===== config.mk =====
export PLATFORM = sky130hd
export DESIGN_NAME = pulse_meter
export DESIGN_NICKNAME = d
export VERILOG_FILES = /design/src/rtl/pulse_meter.sv
export SDC_FILE = /design/constraint.sdc
export NUM_CORES = 1
export LEC_CHECK = 0
export CORE_MARGIN = 1.5
export CORE_UTILIZATION = 40
export CTS_CLUSTER_DIAMETER = 60
export DETAILED_ROUTE_END_ITERATION = 12
export DONT_BUFFER_PORTS = 1
export SYNTH_ARGS = -nofsm -noshare
export SYNTH_HDL_FRONTEND = slang
export SYNTH_SLANG_ARGS = --single-unit
export TNS_END_PERCENT = 5

===== constraint.sdc =====
create_clock -name clk -period 1.72 [get_ports clk]
set_input_delay 0.344 -clock clk [delete_from_list [all_inputs] [get_ports clk]]
set_output_delay 0.344 -clock clk [all_outputs]
set_load 0.02 [all_outputs]

===== src/rtl/pulse_meter.sv =====
// Purpose: counts stepper pulses (running total) and steps per 1 s gate window, both as packed BCD.
// Latency: pulse_in rising edge -> total_bcd update in SYNC_STAGES+2 clk; gate edge -> freq_valid in SYNC_STAGES+2 clk.
// Backpressure: none; free-running observer, every detected edge is consumed in the cycle it is seen.
//
// Ports: clk, rst (async, active-low); pulse_in/gate_in/count_en are asynchronous and re-synchronised;
//        clear is a synchronous level. Outputs: total_bcd (TOT_DIGITS BCD digits, LSD in [3:0]),
//        freq_bcd (3 BCD digits), freq_valid (1-cycle strobe), freq_ovf / total_ovf (sticky).
// Build option: define PULSE_METER_SAT_EN to saturate total_bcd at all-9s instead of wrapping.
module pulse_meter #(
    parameter int SYNC_STAGES = 2,
    parameter int TOT_DIGITS  = 4
) (
    input  logic                    clk,
    input  logic                    rst,
    input  logic                    pulse_in,
    input  logic                    gate_in,
    input  logic                    count_en,
    input  logic                    clear,
    output logic [4*TOT_DIGITS-1:0] total_bcd,
    output logic [11:0]             freq_bcd,
    output logic                    freq_valid,
    output logic                    freq_ovf,
    output logic                    total_ovf
);

    typedef enum logic [1:0] {IDLE, ARM, MEASURE} state_t;

    state_t                 state_q, state_d;
    logic [SYNC_STAGES-1:0] p_sync, g_sync, e_sync;
    logic                   p_hist, g_hist;
    logic                   pe, ge;
    logic                   en_s;
    logic [11:0]            win_q;

    logic                    tot_inc, win_inc, win_clr, latch;
    logic [4*TOT_DIGITS-1:0] tot_plus;
    logic                    tot_all9;
    logic [11:0]             win_plus, win_sat;
    logic                    win_all9;

    // Synchronisers plus registered edge detectors. Registering pe/ge costs one
    // cycle but keeps the FSM and BCD carry chains off the synchroniser output.
    always_ff @(posedge clk or negedge rst) begin
        if (!rst) begin
            p_sync <= '0;
            g_sync <= '0;
            e_sync <= '0;
            p_hist <= 1'b0;
            g_hist <= 1'b0;
            pe     <= 1'b0;
            ge     <= 1'b0;
        end else begin
            p_sync <= {p_sync[SYNC_STAGES-2:0], pulse_in};
            g_sync <= {g_sync[SYNC_STAGES-2:0], gate_in};
            e_sync <= {e_sync[SYNC_STAGES-2:0], count_en};
            p_hist <= p_sync[SYNC_STAGES-1];
            g_hist <= g_sync[SYNC_STAGES-1];
            pe     <= p_sync[SYNC_STAGES-1] & ~p_hist;
            ge     <= g_sync[SYNC_STAGES-1] & ~g_hist;
        end
    end

    assign en_s = e_sync[SYNC_STAGES-1];

    // Ripple BCD increment of the total; a carry surviving the top digit means all-9s.
    always_comb begin
        logic c;
        c        = 1'b1;
        tot_plus = total_bcd;
        for (int i = 0; i < TOT_DIGITS; i++) begin
            if (c) begin
                if (total_bcd[4*i +: 4] == 4'd9) begin
                    tot_plus[4*i +: 4] = 4'd0;
                end else begin
                    tot_plus[4*i +: 4] = total_bcd[4*i +: 4] + 4'd1;
                    c = 1'b0;
                end
            end
        end
        tot_all9 = c;
    end

    // Same chain for the 3-digit window counter, which holds at 999.
    always_comb begin
        logic c;
        c        = 1'b1;
        win_plus = win_q;
        for (int i = 0; i < 3; i++) begin
            if (c) begin
                if (win_q[4*i +: 4] == 4'd9) begin
                    win_plus[4*i +: 4] = 4'd0;
                end else begin
                    win_plus[4*i +: 4] = win_q[4*i +: 4] + 4'd1;
                    c = 1'b0;
                end
            end
        end
        win_all9 = c;
        win_sat  = c ? win_q : win_plus;
    end

    always_ff @(posedge clk or negedge rst) begin
        if (!rst) state_q <= IDLE;
        else      state_q <= state_d;
    end

    // Dropping the enable wins over everything: the open window is discarded
    // and nothing counts or latches in that cycle.
    always_comb begin
        state_d = state_q;
        tot_inc = 1'b0;
        win_inc = 1'b0;
        win_clr = 1'b0;
        latch   = 1'b0;
        if (!en_s) begin
            state_d = IDLE;
            win_clr = 1'b1;
        end else if (clear) begin
            if (state_q == MEASURE) state_d = ARM;
        end else begin
            case (state_q)
                IDLE: begin
                    win_clr = 1'b1;
                    state_d = ARM;
                end
                ARM: begin
                    tot_inc = pe;
                    if (ge) begin
                        win_clr = 1'b1;
                        state_d = MEASURE;
                    end
                end
                MEASURE: begin
                    tot_inc = pe;
                    win_inc = pe;
                    latch   = ge;
                end
                default: state_d = IDLE;
            endcase
        end
    end

    always_ff @(posedge clk or negedge rst) begin
        if (!rst) begin
            total_bcd  <= '0;
            freq_bcd   <= '0;
            win_q      <= '0;
            freq_valid <= 1'b0;
            freq_ovf   <= 1'b0;
            total_ovf  <= 1'b0;
        end else if (clear) begin
            total_bcd  <= '0;
            freq_bcd   <= '0;
            win_q      <= '0;
            freq_valid <= 1'b0;
            freq_ovf   <= 1'b0;
            total_ovf  <= 1'b0;
        end else begin
            freq_valid <= latch;
            if (tot_inc) begin
`ifdef PULSE_METER_SAT_EN
                if (tot_all9) total_ovf <= 1'b1;
                else          total_bcd <= tot_plus;
`else
                total_bcd <= tot_plus;
                if (tot_all9) total_ovf <= 1'b1;
`endif
            end
            if (win_inc && win_all9) freq_ovf <= 1'b1;
            // A pulse coinciding with the closing gate edge belongs to the closing window.
            if (latch) begin
                freq_bcd <= win_inc ? win_sat : win_q;
                win_q    <= '0;
            end else if (win_clr) begin
                win_q <= '0;
            end else if (win_inc) begin
                win_q <= win_sat;
            end
        end
    end

endmodule


==> results of run 1 <==
## registers in the layout, indices dropped and copies added (netlist names)
signal / count
freq_ovf: 1
freq_bcd: 12
total_bcd: 16
win_q: 12
g_hist: 1
state_q: 2
ge: 1
g_sync: 2
p_hist: 1
pe: 1
p_sync: 2
freq_valid: 1
total_ovf: 1
e_sync: 2
## cells by family after synthesis
group,share of synthesized area [%]
AOI/OAI and AO/OA,12.2
xor gates and xnor gates,0.652
adders and majority gates,7.92
buffers and inverters,3.49
DFF,51.3
muxes,3.40
and+or+nand+nor,21.1
## cells in the final DEF, fill, tap and decap left out, drive strengths merged, types with 3 or more instances in the layout
| cell | Yosys | final |
|---|---|---|
| clkbuf | 6 | 5 |
| and3 | 4 | 4 |
| nand3b | 6 | 6 |
| nand2 | 7 | 7 |
| o21ai | 18 | 18 |
| nand3 | 21 | 21 |
| mux2i | 8 | 8 |
| nor2 | 33 | 33 |
| a21oi | 16 | 16 |
| nor4 | 3 | 3 |
| and3b | 6 | 6 |
| ha | 17 | 17 |
| buf | 5 | 47 |
| inv | 11 | 12 |
| dfrtp | 55 | 55 |
| nor2b | 4 | 4 |
| nor3 | 8 | 8 |
## Yosys cell counts, types with 2 or more instances
library cell / count / area share [%]
dfrtp_1: 55 / 51
and4b_1: 2 / 0.75
xnor2_1: 2 / 0.65
nand2_1: 7 / 0.98
ha_1: 17 / 7.9
o211ai_1: 2 / 0.56
nor2b_1: 4 / 0.93
mux2i_1: 8 / 3.0
nor4_1: 2 / 0.47
clkbuf_1: 6 / 0.84
o21ai_1: 13 / 2.4
buf_2: 3 / 0.56
nor3_1: 8 / 1.5
and3b_1: 6 / 2.0
and3_1: 4 / 0.93
o21ai_0: 5 / 0.93
nor2_1: 32 / 4.5
a21oi_1: 16 / 3.0
nand3b_1: 6 / 1.7
nand3_1: 21 / 3.9
nand4_1: 2 / 0.47
inv_1: 10 / 1.4
## worst min-delay path by stage
| stage | startpoint | to | slack (ns) | depth (start not counted) |
|---|---|---|---|---|
| after detailed placement | rst | total_bcd[6]$_DFFE_PN0P_ | 0.05 | 0 |
| after global routing | gate_in | g_sync[0]$_DFF_PN0_ | 0.04 | 0 |
| after floorplan | rst | e_sync[0]$_DFF_PN0_ | 0.05 | 0 |
| after CTS | count_en | e_sync[0]$_DFF_PN0_ | 0.04 | 0 |
| final | pulse_in | p_sync[0]$_DFF_PN0_ | 0.05 | 0 |
| after global placement | rst | total_bcd[7]$_DFFE_PN0P_ | 0.05 | 0 |
## critical path, cell delays in order, from the launching register on
cell	delay [ns]
dfrtp_1	0.38
inv_2	0.07
ha_1	0.29
and4b_2	0.27
and4_4	0.29
a41oi_2	0.13
a311oi_2	0.18
## power by group through the flow
stage | Clock (mW) | Sequential [mW] | Combinational, mW
global route | 0.969 | 1.32 | 0.114
finish | 0.898 | 1.32 | 0.0993
floorplan | 0 | 1.34 | 0.0434
detailed placement | 0 | 1.34 | 0.0591
global placement | 0 | 1.34 | 0.0587
CTS | 0.924 | 1.32 | 0.0963
## routing by layer
layer  vias up  track usage (%)  part of all wire [%]
met3         6             5.06                   5.2
met2        33             26.7                    45
met5         -                0                     0
met1       977             21.5                    48
li1       1010                -                     -
met4         0             4.62                   1.1
## stage by stage
stage	instance area, um2	setup TNS (ns)
floorplan	2700	-0.0112
global placement	3050	-0.203
detailed placement	3050	-0.613
CTS	3240	-0.0512
global route	3350	-0.489
finish	3350	0
## cell type report
type | count | area share [%]
clock buffer | 5 | 2.05
clock inverter | 3 | 1.42
inverter | 12 | 1.34
multi-input combinational | 181 | 39.4
sequential | 55 | 41.1
tap | 77 | 2.87
timing repair buffer | 48 | 11.8
## repair_timing
item / 4_1_cts / 5_1_grt
setup endpoints to repair: 18 / 35
hold buffers: 2 / 0
buffers inserted: 0 / 6
hold endpoints to repair: 55 / 0
gates resized for setup: 10 / 15
pin swaps: 1 / 10
==> results.yml, run 1 <==
run_status:
  status: "complete, but fails checks"
  violations: "design-rule violations"
route:
  drc_errors: 8
  detail_route.vias_per_cell: 5.32
  first_pass_iters: 8
  ant_nets: 0
  drt-wirelength-per-cell_um: 14.4
  routed_wirelength_mm: 5.50
  via_count: 2026
  drtIter0Drc: 88
final_layout:
  nFillCells: 566
  final_nets: 326
  instances_no_fill: 381
  multi_input_area_mm2: 0.00132
  area_growth_pct: 24.8
  regArea_mm2: 0.00138
  antenna_cells: 0
  final_util_pct: 52.2
  drive_gt1_share_pct: 28.6
placed_design:
  dp_hpwl_mm: 3.76
  place_ws_ns: -0.155
  port_buffers: 0
  place_congestion: 0.832
  dp.cells: 365
critical_path:
  crit_arrival_ns: 1.93
  reg2reg_from: "state_q[0]$_DFFE_PN0P_"
  reg2reg_slack_ns: 0.03
  crit_type: "flip-flop to flip-flop"
  crit_required_ns: 1.96
  cp-startpoint: "state_q[0]$_DFFE_PN0P_"
  endpoint: "total_bcd[15]$_DFFE_PN0P_"
  reg2reg_to: "total_bcd[15]$_DFFE_PN0P_"
  end_kind: "flip-flop"
  reg2reg_depth: 6
  worstPathMaxFanout: 7
  critPathLaunchType: "flip-flop"
logic_synthesis:
  synth_edf_count: 0
  async_reset_ff_share_pct: 100
  syn_inst: 259
  synth_seq_area_share_pct: 51.3
  yosysWarnings: 0
  synth.avg_cell_area_um2: 10.4
  ys.flop_type: "dfrtp_1"
  synth_cell_types: 50
  syn-num-nets: 282
  syn_area_mm2: 0.00269
  ys_ff_latch: 55
grt:
  gr-total-overflow: 0
  antenna_found_initial: 0
  grt_pass1_vias: 2024
  grt_pass1_wl_mm: 9.52
  grt_max_degree: 56
  grt_use_total_pct: 16.5
floorplanning:
  die_y_um: 84.9
  ios: 37
  die_w_um: 84.9
  start_util_pct: 41.8
  core_mm2: 0.00642
  num_rows: 29
  dieArea_mm2: 0.00721
timing:
  fin_crit_sh_pct: 98.3
  fin_skew_ns: 0.0146
  drv_slew: 0
  period_minus_slack_ns: 1.69
  setup_slack_ns: 0.0286
  fmax_mhz: 591
  worst_slew_pin_slew_ns: 0.343
  hold_viol: 0
  rsz0062_at_grt: "true"
  whs_ns: 0.0533
  relSlewSlack_pct: 77.0
  setup-violations-final: 0
power:
  clkPwrFrac_pct: 38.8
  seq_power_share_pct: 56.9
  power_density_mw_per_mm2: 690
  p_int_mw: 1.79
  leakage_nw: 1.50
  switchingPower_uw: 527
  swShare_pct: 22.8
  ir_drop_mv: 0.412
  power_mw: 2.31
  p_comb_share_pct: 4.3
clock_network:
  clock-sinks: 55
  clk_latency_ns: 0.32
  h-tree-depth: 2
  cts_root_buf: "clkbuf_8"
  cts_tree: "done"
  cts_buffer_depth: 2
  cts.reportedPaths.clkPinSlew_ns: 0.11
  cts_buffers: 5
job:
  cap_violations: 0
worst_hold_path:
  min_path_type: "primary input to flip-flop"
(Power assumes the default switching activity.)
==> run 2, diff against run 1 <==
--- a/config.mk
+++ b/config.mk
@@ -5,11 +5,15 @@
 export SDC_FILE = /design/constraint.sdc
 export NUM_CORES = 1
 export LEC_CHECK = 0
+export CELL_PAD_IN_SITES_DETAIL_PLACEMENT = 1
+export CELL_PAD_IN_SITES_GLOBAL_PLACEMENT = 2
 export CORE_MARGIN = 1.5
-export CORE_UTILIZATION = 40
+export CORE_UTILIZATION = 36
 export CTS_CLUSTER_DIAMETER = 60
 export DETAILED_ROUTE_END_ITERATION = 12
 export DONT_BUFFER_PORTS = 1
+export PLACE_DENSITY_LB_ADDON = 0.1
+export SLEW_MARGIN = 25
 export SYNTH_ARGS = -nofsm -noshare
 export SYNTH_HDL_FRONTEND = slang
 export SYNTH_SLANG_ARGS = --single-unit
==> results.yml, run 2 (synthesis results as in run 1) <==
timing:
  drv_slew: 0
  setup-violations-final: 0
  period_minus_slack_ns: 1.71
  worst_slew_pin_slew_ns: 0.339
  relSlewSlack_pct: 77.4
  setup_slack_ns: 0.00843
  fin_skew_ns: 0.00495
  fmax_mhz: 584
  fin_crit_sh_pct: 99.5
  hold_viol: 0
  fin_tns_setup_ns: 0
  rsz0062_at_grt: "true"
power:
  p_int_mw: 1.83
  switchingPower_uw: 504
  seq_power_share_pct: 56.5
  swShare_pct: 21.6
  leakage_nw: 1.52
  power_mw: 2.33
  ir_drop_mv: 0.350
  p_comb_share_pct: 4.5
  clkPwrFrac_pct: 39.0
  power_density_mw_per_mm2: 694
final_layout:
  final_common_cell: "dfrtp_1"
  largest_reg_flops: 16
  antenna_cells: 0
  final_util_pct: 46.3
  top_regs: "total_bcd: 16 flops, freq_bcd: 12 flops, win_q: 12 flops"
  regArea_mm2: 0.00138
  final_cell_mix: "55 x dfrtp_1, 43 x buf_4, 32 x nor2_1"
  area_growth_pct: 25.1
  instances_no_fill: 403
  final_nets: 326
  nFillCells: 828
  multi_input_area_mm2: 0.00129
  regMostFlops: "total_bcd"
  drive_gt1_share_pct: 26.3
route:
  drc_errors: 0
  drtIter0Drc: 26
  drt-wirelength-per-cell_um: 15.9
  detail_route.vias_per_cell: 5.22
  routed_wirelength_mm: 6.39
  first_pass_iters: 3
  ant_nets: 0
  via_count: 2103
job:
  cap_violations: 0
floorplanning:
  start_util_pct: 37.0
  core_mm2: 0.00725
  die_y_um: 89.4
  die_w_um: 89.4
  dieArea_mm2: 0.00799
  num_rows: 31
  ios: 37
clock_network:
  cts_buffers: 5
  clock-sinks: 55
  cts_root_buf: "clkbuf_8"
  h-tree-depth: 2
  cts.reportedPaths.clkPinSlew_ns: 0.10
  cts_buffer_depth: 2
  cts_tree: "done"
  clk_latency_ns: 0.31
critical_path:
  critPathLaunchType: "flip-flop"
  end_kind: "flip-flop"
  worstPathMaxFanout: 3
  crit_required_ns: 1.95
  crit_arrival_ns: 1.94
  crit_type: "flip-flop to flip-flop"
placed_design:
  dp.cells: 388
  port_buffers: 0
  place_congestion: 0.766
  place_ws_ns: -0.0404
  dp_hpwl_mm: 4.44
grt:
  gr-total-overflow: 0
  grt_max_degree: 56
  grt_pass1_vias: 2151
  grt_pass1_wl_mm: 10.2
  grt_use_total_pct: 16.9
  antenna_found_initial: 0
run_status:
  status: "finished, final reports clean"
worst_hold_path:
  min_path_type: "primary input to flip-flop"
==> run 2: cell types whose count changed in the layout (fill, tap and decap cells not counted), sizes merged <==
cell	before	now
clkbuf	5	6
clkinv	2	1
==> run 2: final cells by class <==
type | instances | share of cell area, %
clock inverter | 2 | 1.15
tap | 99 | 3.69
timing repair buffer | 48 | 12.0
multi-input combinational | 181 | 38.4
inverter | 12 | 1.34
clock buffer | 6 | 2.46
sequential | 55 | 41.0
==> run 2: power groups by stage <==
stage / clock (mW) / combinational (mW) / sequential, mW
finish: 0.909 / 0.105 / 1.32
global route: 0.981 / 0.118 / 1.32
CTS: 0.947 / 0.104 / 1.32
detailed placement: 0 / 0.0623 / 1.34
global placement: 0 / 0.0614 / 1.34
floorplan: 0 / 0.0434 / 1.34
==> run 2: final timing paths <==
path | slack, ns | start | to | cells after the start
worst max-delay path | 0.008 | state_q[0]$_DFFE_PN0P_ | total_bcd[15]$_DFFE_PN0P_ | 7
worst min-delay path | 0.05 | count_en | e_sync[0]$_DFF_PN0_ | 0
worst max register to register | 0.008 | state_q[0]$_DFFE_PN0P_ | total_bcd[15]$_DFFE_PN0P_ | 7
worst min register to register | 0.36 | p_sync[0]$_DFF_PN0_ | p_sync[1]$_DFF_PN0_ | 0
max in group asynchronous | 0.91 | rst | freq_ovf$_DFFE_PN0P_ | 2
min in group asynchronous | 0.57 | rst | total_bcd[8]$_DFFE_PN0P_ | 2
==> run 2: layer usage <==
metal / vias up / track usage, % / share of wire, %
li1: 1017 / - / -
met1: 1050 / 20.3 / 45
met2: 29 / 30.0 / 50
met3: 7 / 3.69 / 4.1
met4: 0 / 5.45 / 1.3
met5: - / 0 / 0
==> run 2: repair_timing <==
item                                    4_1_cts  5_1_grt
pin swaps                                     0        4
setup buffers                                 1        4
endpoints found under the setup margin       11       29
hold buffers                                  2        0
gates resized for setup                       4       14
endpoints found under the hold margin        55        0
==> run 2: critical path, cell delays in order, from the launching register on <==
cell	delay [ns]
dfrtp_1	0.38
inv_2	0.06
ha_1	0.31
and4b_1	0.23
and4_4	0.17
buf_4	0.14
buf_4	0.13
a311oi_2	0.22
==> run 2: metrics by stage <==
stage / hold slack [ns] / instance area [um2]
after global routing: 0.0293 / 3360
after global placement: 0.0495 / 3080
final: 0.0500 / 3360
after CTS: 0.0338 / 3260
after floorplan: 0.0484 / 2700
after detailed placement: 0.0499 / 3080
